--- src/rtl/system_reset_sequencer_if.sv ---
// Handshake bundle between the reset sequencer and its environment:
// PLL lock/restart in, staged resets and status out.
interface system_reset_sequencer_if #(
  parameter int NUM_STAGES = 4
);
  logic                  pll_locked;
  logic                  restart;
  logic [NUM_STAGES-1:0] stage_rst_n;
  logic                  delay_done;
  logic                  busy;
  logic [3:0]            stage_idx;

  modport master (
    output pll_locked, restart,
    input  stage_rst_n, delay_done, busy, stage_idx
  );

  modport slave (
    input  pll_locked, restart,
    output stage_rst_n, delay_done, busy, stage_idx
  );
endinterface

--- src/rtl/system_reset_sequencer.sv ---
// Power-on/reset sequencer: qualifies PLL lock, then releases NUM_STAGES
// active-low resets in order, STAGE_DELAY cycles apart.
module system_reset_sequencer #(
  parameter int NUM_STAGES  = 4,
  parameter int STAGE_DELAY = 2500000,
  parameter int LOCK_FILTER = 16,
  parameter int CNT_WIDTH   = 24
) (
  input  logic                      clk,
  input  logic                      rst_n,
  system_reset_sequencer_if.slave   sif
);
  typedef enum logic [1:0] {WAIT_LOCK, FILTER, RUN, DONE} state_t;

  localparam logic [CNT_WIDTH-1:0] DLY_M1  = CNT_WIDTH'(STAGE_DELAY - 1);
  localparam logic [8:0]           FILT_M1 = 9'(LOCK_FILTER - 1);
  localparam logic [3:0]           LAST    = 4'(NUM_STAGES - 1);

  state_t                state_q, state_d;
  logic [8:0]            filt_q, filt_d;
  logic [CNT_WIDTH-1:0]  cnt_q, cnt_d;
  logic [3:0]            idx_q, idx_d;
  logic [NUM_STAGES-1:0] srst_q, srst_d;
  logic                  done_q, done_d;
  logic                  busy_q, busy_d;
  logic                  lost;

  // Lock loss outranks both restart and a coinciding stage release.
  assign lost = !sif.pll_locked && (state_q == RUN || state_q == DONE);

  always_comb begin
    state_d = state_q;
    filt_d  = filt_q;
    cnt_d   = cnt_q;
    idx_d   = idx_q;
    srst_d  = srst_q;
    done_d  = done_q;
    if (lost) begin
      state_d = WAIT_LOCK;
      filt_d  = '0;
      cnt_d   = '0;
      idx_d   = '0;
      srst_d  = '0;
      done_d  = 1'b0;
    end else begin
      unique case (state_q)
        WAIT_LOCK: begin
          srst_d = '0;
          done_d = 1'b0;
          if (sif.pll_locked) begin
            // A single-cycle filter is already satisfied by this sample.
            if (LOCK_FILTER == 1) begin
              state_d = RUN;
              cnt_d   = '0;
              idx_d   = '0;
            end else begin
              state_d = FILTER;
              filt_d  = 9'd1;
            end
          end
        end
        FILTER: begin
          if (!sif.pll_locked) begin
            state_d = WAIT_LOCK;
            filt_d  = '0;
          end else if (filt_q >= FILT_M1) begin
            state_d = RUN;
            filt_d  = '0;
            cnt_d   = '0;
            idx_d   = '0;
          end else begin
            filt_d = filt_q + 9'd1;
          end
        end
        RUN: begin
          if (cnt_q == DLY_M1) begin
            cnt_d = '0;
            for (int k = 0; k < NUM_STAGES; k++)
              if (4'(k) == idx_q) srst_d[k] = 1'b1;
            if (idx_q == LAST) begin
              state_d = DONE;
              done_d  = 1'b1;
              idx_d   = '0;
            end else begin
              idx_d = idx_q + 4'd1;
            end
          end else begin
            cnt_d = cnt_q + CNT_WIDTH'(1);
          end
        end
        DONE: begin
          if (sif.restart) begin
            state_d = FILTER;
            filt_d  = '0;
            srst_d  = '0;
            done_d  = 1'b0;
          end
        end
        default: state_d = WAIT_LOCK;
      endcase
    end
    busy_d = (state_d == FILTER) || (state_d == RUN);
  end

  always_ff @(posedge clk or negedge rst_n) begin
    if (!rst_n) begin
      state_q <= WAIT_LOCK;
      filt_q  <= '0;
      cnt_q   <= '0;
      idx_q   <= '0;
      srst_q  <= '0;
      done_q  <= 1'b0;
      busy_q  <= 1'b0;
    end else begin
      state_q <= state_d;
      filt_q  <= filt_d;
      cnt_q   <= cnt_d;
      idx_q   <= idx_d;
      srst_q  <= srst_d;
      done_q  <= done_d;
      busy_q  <= busy_d;
    end
  end

  assign sif.stage_rst_n = srst_q;
  assign sif.delay_done  = done_q;
  assign sif.busy        = busy_q;
  assign sif.stage_idx   = idx_q;
endmodule

--- src/flat_wrapper.sv ---
// flat-port wrapper written by rule: the top's interface ports become plain ports
module system_reset_sequencer_flat 
#(
  parameter int NUM_STAGES  = 4,
  parameter int STAGE_DELAY = 2500000,
  parameter int LOCK_FILTER = 16,
  parameter int CNT_WIDTH   = 24
)
  (clk, rst_n, sif_pll_locked, sif_restart, sif_stage_rst_n, sif_delay_done, sif_busy, sif_stage_idx);
  system_reset_sequencer_if #(.NUM_STAGES(NUM_STAGES)) sif_i ();
  input  logic clk;
  input  logic rst_n;
  input wire logic [$bits(sif_i.pll_locked)-1:0] sif_pll_locked;
  input wire logic [$bits(sif_i.restart)-1:0] sif_restart;
  output wire logic [$bits(sif_i.stage_rst_n)-1:0] sif_stage_rst_n;
  output wire logic [$bits(sif_i.delay_done)-1:0] sif_delay_done;
  output wire logic [$bits(sif_i.busy)-1:0] sif_busy;
  output wire logic [$bits(sif_i.stage_idx)-1:0] sif_stage_idx;
  assign sif_i.pll_locked = sif_pll_locked;
  assign sif_i.restart = sif_restart;
  assign sif_stage_rst_n = sif_i.stage_rst_n;
  assign sif_delay_done = sif_i.delay_done;
  assign sif_busy = sif_i.busy;
  assign sif_stage_idx = sif_i.stage_idx;
  system_reset_sequencer #(.NUM_STAGES(NUM_STAGES), .STAGE_DELAY(STAGE_DELAY), .LOCK_FILTER(LOCK_FILTER), .CNT_WIDTH(CNT_WIDTH)) u_core (.clk(clk), .rst_n(rst_n), .sif(sif_i));
endmodule
--- config.mk ---
export PLATFORM = sky130hd
export DESIGN_NAME = system_reset_sequencer_flat
export DESIGN_NICKNAME = d
export VERILOG_FILES = /design/src/rtl/system_reset_sequencer_if.sv /design/src/rtl/system_reset_sequencer.sv /design/src/flat_wrapper.sv
export SDC_FILE = /design/constraint.sdc
export NUM_CORES = 1
export LEC_CHECK = 0
export ABC_AREA = 1
export BUFFER_PORTS_ARGS = -buffer_cell sky130_fd_sc_hd__buf_2
export CAP_MARGIN = 5
export CORE_ASPECT_RATIO = 0.9
export CORE_UTILIZATION = 61
export CTS_CLUSTER_DIAMETER = 50
export CTS_CLUSTER_SIZE = 12
export DETAILED_ROUTE_END_ITERATION = 12
export PLACE_DENSITY = 0.84
export SLEW_MARGIN = 20
export SYNTH_ARGS = -nofsm -noshare
export SYNTH_HDL_FRONTEND = slang
export SYNTH_SLANG_ARGS = --single-unit
--- constraint.sdc ---
create_clock -name clk -period 2.3 [get_ports clk]
set_input_delay 0.115 -clock clk [delete_from_list [all_inputs] [get_ports clk]]
set_output_delay 0.115 -clock clk [all_outputs]
set_load 0.1 [all_outputs]
==> impl_metrics.toml, run 1 <==
[finish]
layout_common_cells = "81 x nand2_1, 57 x nor2_1, 50 x inv_1, 44 x dfrtp_1, 24 x nand3_1"
diodes = 0
nNetsFinal = 413
final_common_cell = "nand2_1"
drive_gt1_share_pct = 16.3
stdcell_count = 460
nFillCells = 366
finish.instance_area_sq_um = 3060
syn2layout_area_growth_pct = 7.66

[placement]
finalWeightedCongestion = 0.917
dpl-instance-area_sq_um = 2930
detailed_place_hpwl_um = 4270
io_buffers = 13
dp_cells = 451

[routing]
viasPerCell = 5.25
drc_errors = 0
initialDrtViolationCount = 160
via_count = 2415
totalWireLength_um = 5720
wl_per_cell_um = 12.4
route.antenna.remaining_nets = 0
drt-pass1-iter-count = 5

[hold_path]
hp-class = "in -> reg"
min_to = "u_core.state_q[1]$_DFF_PN0_"
min-delay-start = "sif_pll_locked"
hold_path_depth = 3

[die]
dieArea_sq_um = 4940
pin_count = 14
fp.dieW_um = 74.0
core-area_sq_um = 4460
initial_core_util_pct = 63.8
die_h_um = 66.8
rows = 23

[clocking]
clk_pin_slew_ns = 0.09
cts_num_sinks = 44
post_cts_buffers = 0
cts-root-buf = "clkbuf_8"
ctsLongestPathBuffers = 2
numCtsBuffers = 5
clk_latency_ns = 0.30
cts_tree = "done"
cts.htree.levels = 2

[sta]
tns_ns = 0
setup_viol = 0
skew_ns = 0.00986
rsz0062_at_grt = "no"
finalCritPeriodShare_pct = 90.9
tightest_slew_ns = 0.557
finalMaxSlewViolations = 0
period_needed_ns = 2.09
timing.fmax_mhz = 478
hold_violations = 0
max_slew_margin_pct = 62.8

[global_route]
grt_pass1_vias = 2309
grt_antenna_before_repair = 0
grt_usage_pct = 26.6
grt_pass1_wl_um = 10100
grt_max_degree = 45
gr-total-overflow = 0

[critical_path]
crit_fanout = 34
r2r_end = "u_core.sif.stage_idx[3]$_DFFE_PN0P_"
arrival_ns = 2.31
start_kind = "flip-flop"
ff2ff_setup_slack_ns = 0.21
reg2reg_depth = 10
endpoint_kind = "flip-flop"
crit_required_ns = 2.52
reg2reg_from = "u_core.state_q[0]$_DFF_PN0_"
worstSetupPathType = "reg -> reg"

[synth]
netlist_instances = 381
syn_area_sq_um = 2840
yosys.area.top_type = "dfrtp_1"
ys_seq_area_share_pct = 38.7
netlist.area_leader.share_pct = 38.7
ys_seq_elements = 44
ys_types = 41
syn_avg_cell_area_sq_um = 7.46
synth.area.top_cells = "dfrtp_1 39%, nand2_1 11%, nor2_1 7.5%, inv_1 6.6%, ha_1 5.3%"
syn_nets = 397
ys_warn_count = 0

[pwr]
power.leakage_nw = 1.46
p_int_mw = 1.55
switching_share_pct = 49.3
p_sw_mw = 1.51
power_density_nw_per_um2 = 997
ir_drop_mv = 1.04
comb_power_share_pct = 49.6
clkPwrFrac_pct = 19.9
total_power_mw = 3.05
power_frac_seq_pct = 30.5

[job]
cap_violations = 0

[run_status]
status = "complete, no violations"
-- cells by family after synthesis --
kind of cell,share of synthesized area (%)
flops,38.7
buf+inv,9.72
simple gates,37.5
xor+xnor,0.616
compound gates,8.14
fa+ha+maj,5.28
-- power groups by stage --
stage          combinational (mW)  clock [mW]  sequential [mW]
2_1_floorplan                1.13           0             1.18
3_3_place_gp                 1.47           0            0.940
3_5_place_dp                 1.50           0            0.948
4_1_cts                      1.51       0.626            0.933
5_1_grt                      1.68       0.648            0.944
6_report                     1.51       0.607            0.932
-- flip-flops by register name, indices dropped and copies added, names as in the netlist --
name                    count
u_core.filt_q               9
u_core.sif.delay_done       1
u_core.sif.stage_idx        4
u_core.state_q              2
u_core.cnt_q               24
u_core.sif.busy             1
u_core.sif.stage_rst_n      3
-- Yosys cell counts --
library cell and instances:
a21oi_4 1, buf_6 2, a31oi_1 1, or2_2 2, clkinv_1 1, or2_1 1
o21ba_2 1, o31ai_1 1, clkinv_4 1, buf_4 2, nor2_1 57, buf_8 1
nand2_1 81, nand4_1 12, and3_2 1, nor2_4 3, nand3_1 24, ha_1 12
nor3b_1 1, nand3b_1 1, o22ai_1 2, a21oi_1 22, o21bai_1 1, and3_1 1
nand3_2 6, inv_2 5, inv_1 50, o21ai_0 6, xor2_1 2, nand2_4 2
nor3_1 10, clkinv_2 1, nand2_2 7, nand2_8 1, and2_1 1, o21ai_2 2
a21oi_2 1, dfrtp_1 44, o21ai_1 1, nor2_2 8, nor3_2 2
-- final cells by class --
type / count / area (sq um) / area share, %
tap: 62 / 77.6 / 2.53
clock buffer: 5 / 68.8 / 2.25
clock inverter: 3 / 46.3 / 1.51
inverter: 58 / 224 / 7.32
timing repair buffer: 14 / 77.6 / 2.53
sequential: 44 / 1100 / 36.0
multi-input combinational: 274 / 1470 / 47.9
-- worst max path at each step --
| stage | startpoint | to | cells after the start | slack [ns] |
|---|---|---|---|---|
| 4_1_cts | u_core.state_q[0]$_DFF_PN0_ | u_core.cnt_q[16]$_DFFE_PN0P_ | 9 | 0.21 |
| 3_5_place_dp | u_core.state_q[0]$_DFF_PN0_ | u_core.cnt_q[16]$_DFFE_PN0P_ | 9 | 0.23 |
| 5_1_grt | u_core.state_q[0]$_DFF_PN0_ | u_core.cnt_q[16]$_DFFE_PN0P_ | 9 | 0.009 |
| 6_report | u_core.state_q[0]$_DFF_PN0_ | u_core.sif.stage_idx[3]$_DFFE_PN0P_ | 10 | 0.21 |
| 3_3_place_gp | u_core.state_q[0]$_DFF_PN0_ | u_core.sif.stage_idx[1]$_DFFE_PN0P_ | 10 | 0.33 |
| 2_1_floorplan | u_core.sif.stage_idx[0]$_DFFE_PN0P_ | u_core.sif.busy$_DFF_PN0_ | 10 | 0.31 |
-- per-stage QoR --
step                hold slack, ns  util (%)  setup WS, ns
global placement             0.320      65.8         0.332
global route                 0.268      68.6       0.00933
floorplan                   -0.181         -         0.308
detailed placement           0.339      65.8         0.230
finish                       0.237      68.6         0.208
CTS                        0.00596      68.4         0.206
-- critical path, cell delays in order (launching register included) --
cell	delay [ns]
dfrtp_1	0.44
inv_1	0.16
ha_1	0.27
inv_2	0.10
a21oi_4	0.20
a21oi_2	0.07
nand2_4	0.31
nand2_8	0.18
clkinv_4	0.13
nand3_1	0.06
o21ai_0	0.08
-- timing repair --
action,CTS,global route
hold buffers,0,1
gates resized for setup,0,0
endpoints found under the hold margin,0,44
endpoints found under the setup margin,0,0
-- routing by layer --
metal | global-route usage [%] | vias up | share of wire [%]
met1 | 35.2 | 1107 | 48
met2 | 44.0 | 57 | 47
li1 | - | 1241 | -
met5 | 0 | - | 0
met3 | 4.54 | 10 | 4.2
met4 | 8.17 | 0 | 1.5
Note: power is estimated with default switching activity, not from simulation.
==> run 2, diff against run 1 <==
- PLACE_DENSITY: 0.84 -> default
- PLACE_DENSITY_LB_ADDON: default -> 0.05
==> impl_metrics.toml, run 2 (synthesis results as in run 1) <==
[clocking]
clk_latency_ns = 0.31
ctsLongestPathBuffers = 2
clk_pin_slew_ns = 0.08
numCtsBuffers = 5
cts.htree.levels = 2
cts_tree = "done"
cts_num_sinks = 44
cts-root-buf = "clkbuf_8"

[global_route]
gr-total-overflow = 0
grt_max_degree = 35
grt_antenna_before_repair = 0
grt_usage_pct = 26.9
grt_pass1_wl_um = 9990
grt_pass1_vias = 2222

[finish]
layout_common_cells = "81 x nand2_1, 57 x nor2_1, 50 x inv_1, 44 x dfrtp_1, 24 x nand3_1"
nFillCells = 392
nNetsFinal = 414
max_flop_register = "u_core.cnt_q"
seq_area_sq_um = 1100
final_common_cell = "nand2_1"
syn2layout_area_growth_pct = 8.01
multi_input_area_sq_um = 1480
diodes = 0
drive_gt1_share_pct = 16.5
largest_register_ffs = 24

[routing]
viasPerCell = 5.32
route.antenna.remaining_nets = 0
initialDrtViolationCount = 177
totalWireLength_um = 5870
wl_per_cell_um = 12.7
drc_errors = 0
drt-pass1-iter-count = 4
via_count = 2451

[sta]
tightest_slew_ns = 0.602
timing.fmax_mhz = 485
rsz0062_at_grt = "no"
hold_ws_ns = 0.253
max_slew_margin_pct = 59.9
period_needed_ns = 2.06
hold_violations = 0
setup_viol = 0
finalCritPeriodShare_pct = 89.6
finalMaxSlewViolations = 0
tns_ns = 0
skew_ns = 0.00747
setup_ws_ns = 0.240

[pwr]
ir_drop_mv = 1.02
power_density_nw_per_um2 = 1000
power.leakage_nw = 1.46
total_power_mw = 3.08

[placement]
pre_cts_ws_ns = 0.221
io_buffers = 13
detailed_place_hpwl_um = 4270
finalWeightedCongestion = 0.942

[critical_path]
crit_top_cell = "nand2_8"
crit_fanout = 34
slowest_delay_ns = 0.44
reg2reg_depth = 10
arrival_ns = 2.25
worstSetupPathType = "reg -> reg"
crit_required_ns = 2.49
endpoint_kind = "flip-flop"
start_kind = "flip-flop"
cp_slowest_cell = "dfrtp_1"
path_cells = "inv_1, ha_1, inv_2, a21oi_4, a21oi_2, nand2_8, nand2_8, clkinv_4, nand3_1, o21ai_0"

[hold_path]
hold_path_depth = 3
hp-class = "in -> reg"

[die]
dieArea_sq_um = 4940
fp.dieW_um = 74.0
core-area_sq_um = 4460
rows = 23
die_h_um = 66.8
pin_count = 14
initial_core_util_pct = 63.8

[run_status]
status = "complete, no violations"

[job]
cap_violations = 0
## run 2: changes by cell type in the layout (fill, tap and decap cells not counted)
cell	delta
nand2_4	-1
clkinv_2	+1
nand2_8	+1
inv_6	-1
buf_2	+1
## run 2: repair_timing
item                                    4_1_cts  5_1_grt
endpoints found under the setup margin        0        1
resized for setup                             0        1
hold buffers                                  1        0
buffers inserted                              0        0
endpoints found under the hold margin        25        0
## run 2: metal layers
metal	wire (um)	GRT usage, %	up-vias
met2	2600	40.1	61
met3	309	5.75	12
met1	2850	37.5	1126
met4	112	10.8	0
li1	-	-	1252
met5	0	0	-
## run 2: cell type report
class / count / area share [%]
clock buffer: 5 / 2.24
sequential: 44 / 35.8
clock inverter: 3 / 1.38
inverter: 58 / 7.29
timing repair buffer: 15 / 2.69
multi-input combinational: 274 / 48.0
tap: 62 / 2.53
## run 2: stage by stage
stage	instance area [sq um]	instances	utilization, %
detailed placement	2940	452	65.9
floorplan	2840	381	-
finish	3070	461	68.9
global placement	2940	452	65.9
CTS	3060	461	68.7
global route	3070	461	68.9
## run 2: final timing paths
| path | endpoint | slack [ns] | startpoint |
|---|---|---|---|
| min in group asynchronous | u_core.filt_q[1]$_DFFE_PN0P_ | 0.34 | rst_n |
| max | u_core.sif.stage_idx[1]$_DFFE_PN0P_ | 0.24 | u_core.state_q[0]$_DFF_PN0_ |
| max in group asynchronous | u_core.cnt_q[21]$_DFFE_PN0P_ | 1.29 | rst_n |
| min | u_core.state_q[1]$_DFF_PN0_ | 0.25 | sif_pll_locked |
| min reg2reg | u_core.filt_q[5]$_DFFE_PN0P_ | 0.49 | u_core.filt_q[5]$_DFFE_PN0P_ |
| max reg2reg | u_core.sif.stage_idx[1]$_DFFE_PN0P_ | 0.24 | u_core.state_q[0]$_DFF_PN0_ |
## run 2: critical path, delay by kind of cell (launching register included)
kind                       cells  cell delay (ns)
AOI/OAI and AO/OA              3             0.39
adders and majority gates      1             0.28
and+or+nand+nor                3             0.46
buffers and inverters          3             0.36
DFF                            1             0.44
## run 2: power breakdown
part           internal [mW]  total, mW  switching, mW
Clock                  0.322      0.610          0.288
Combinational          0.377       1.54           1.16
Sequential             0.860      0.930         0.0703
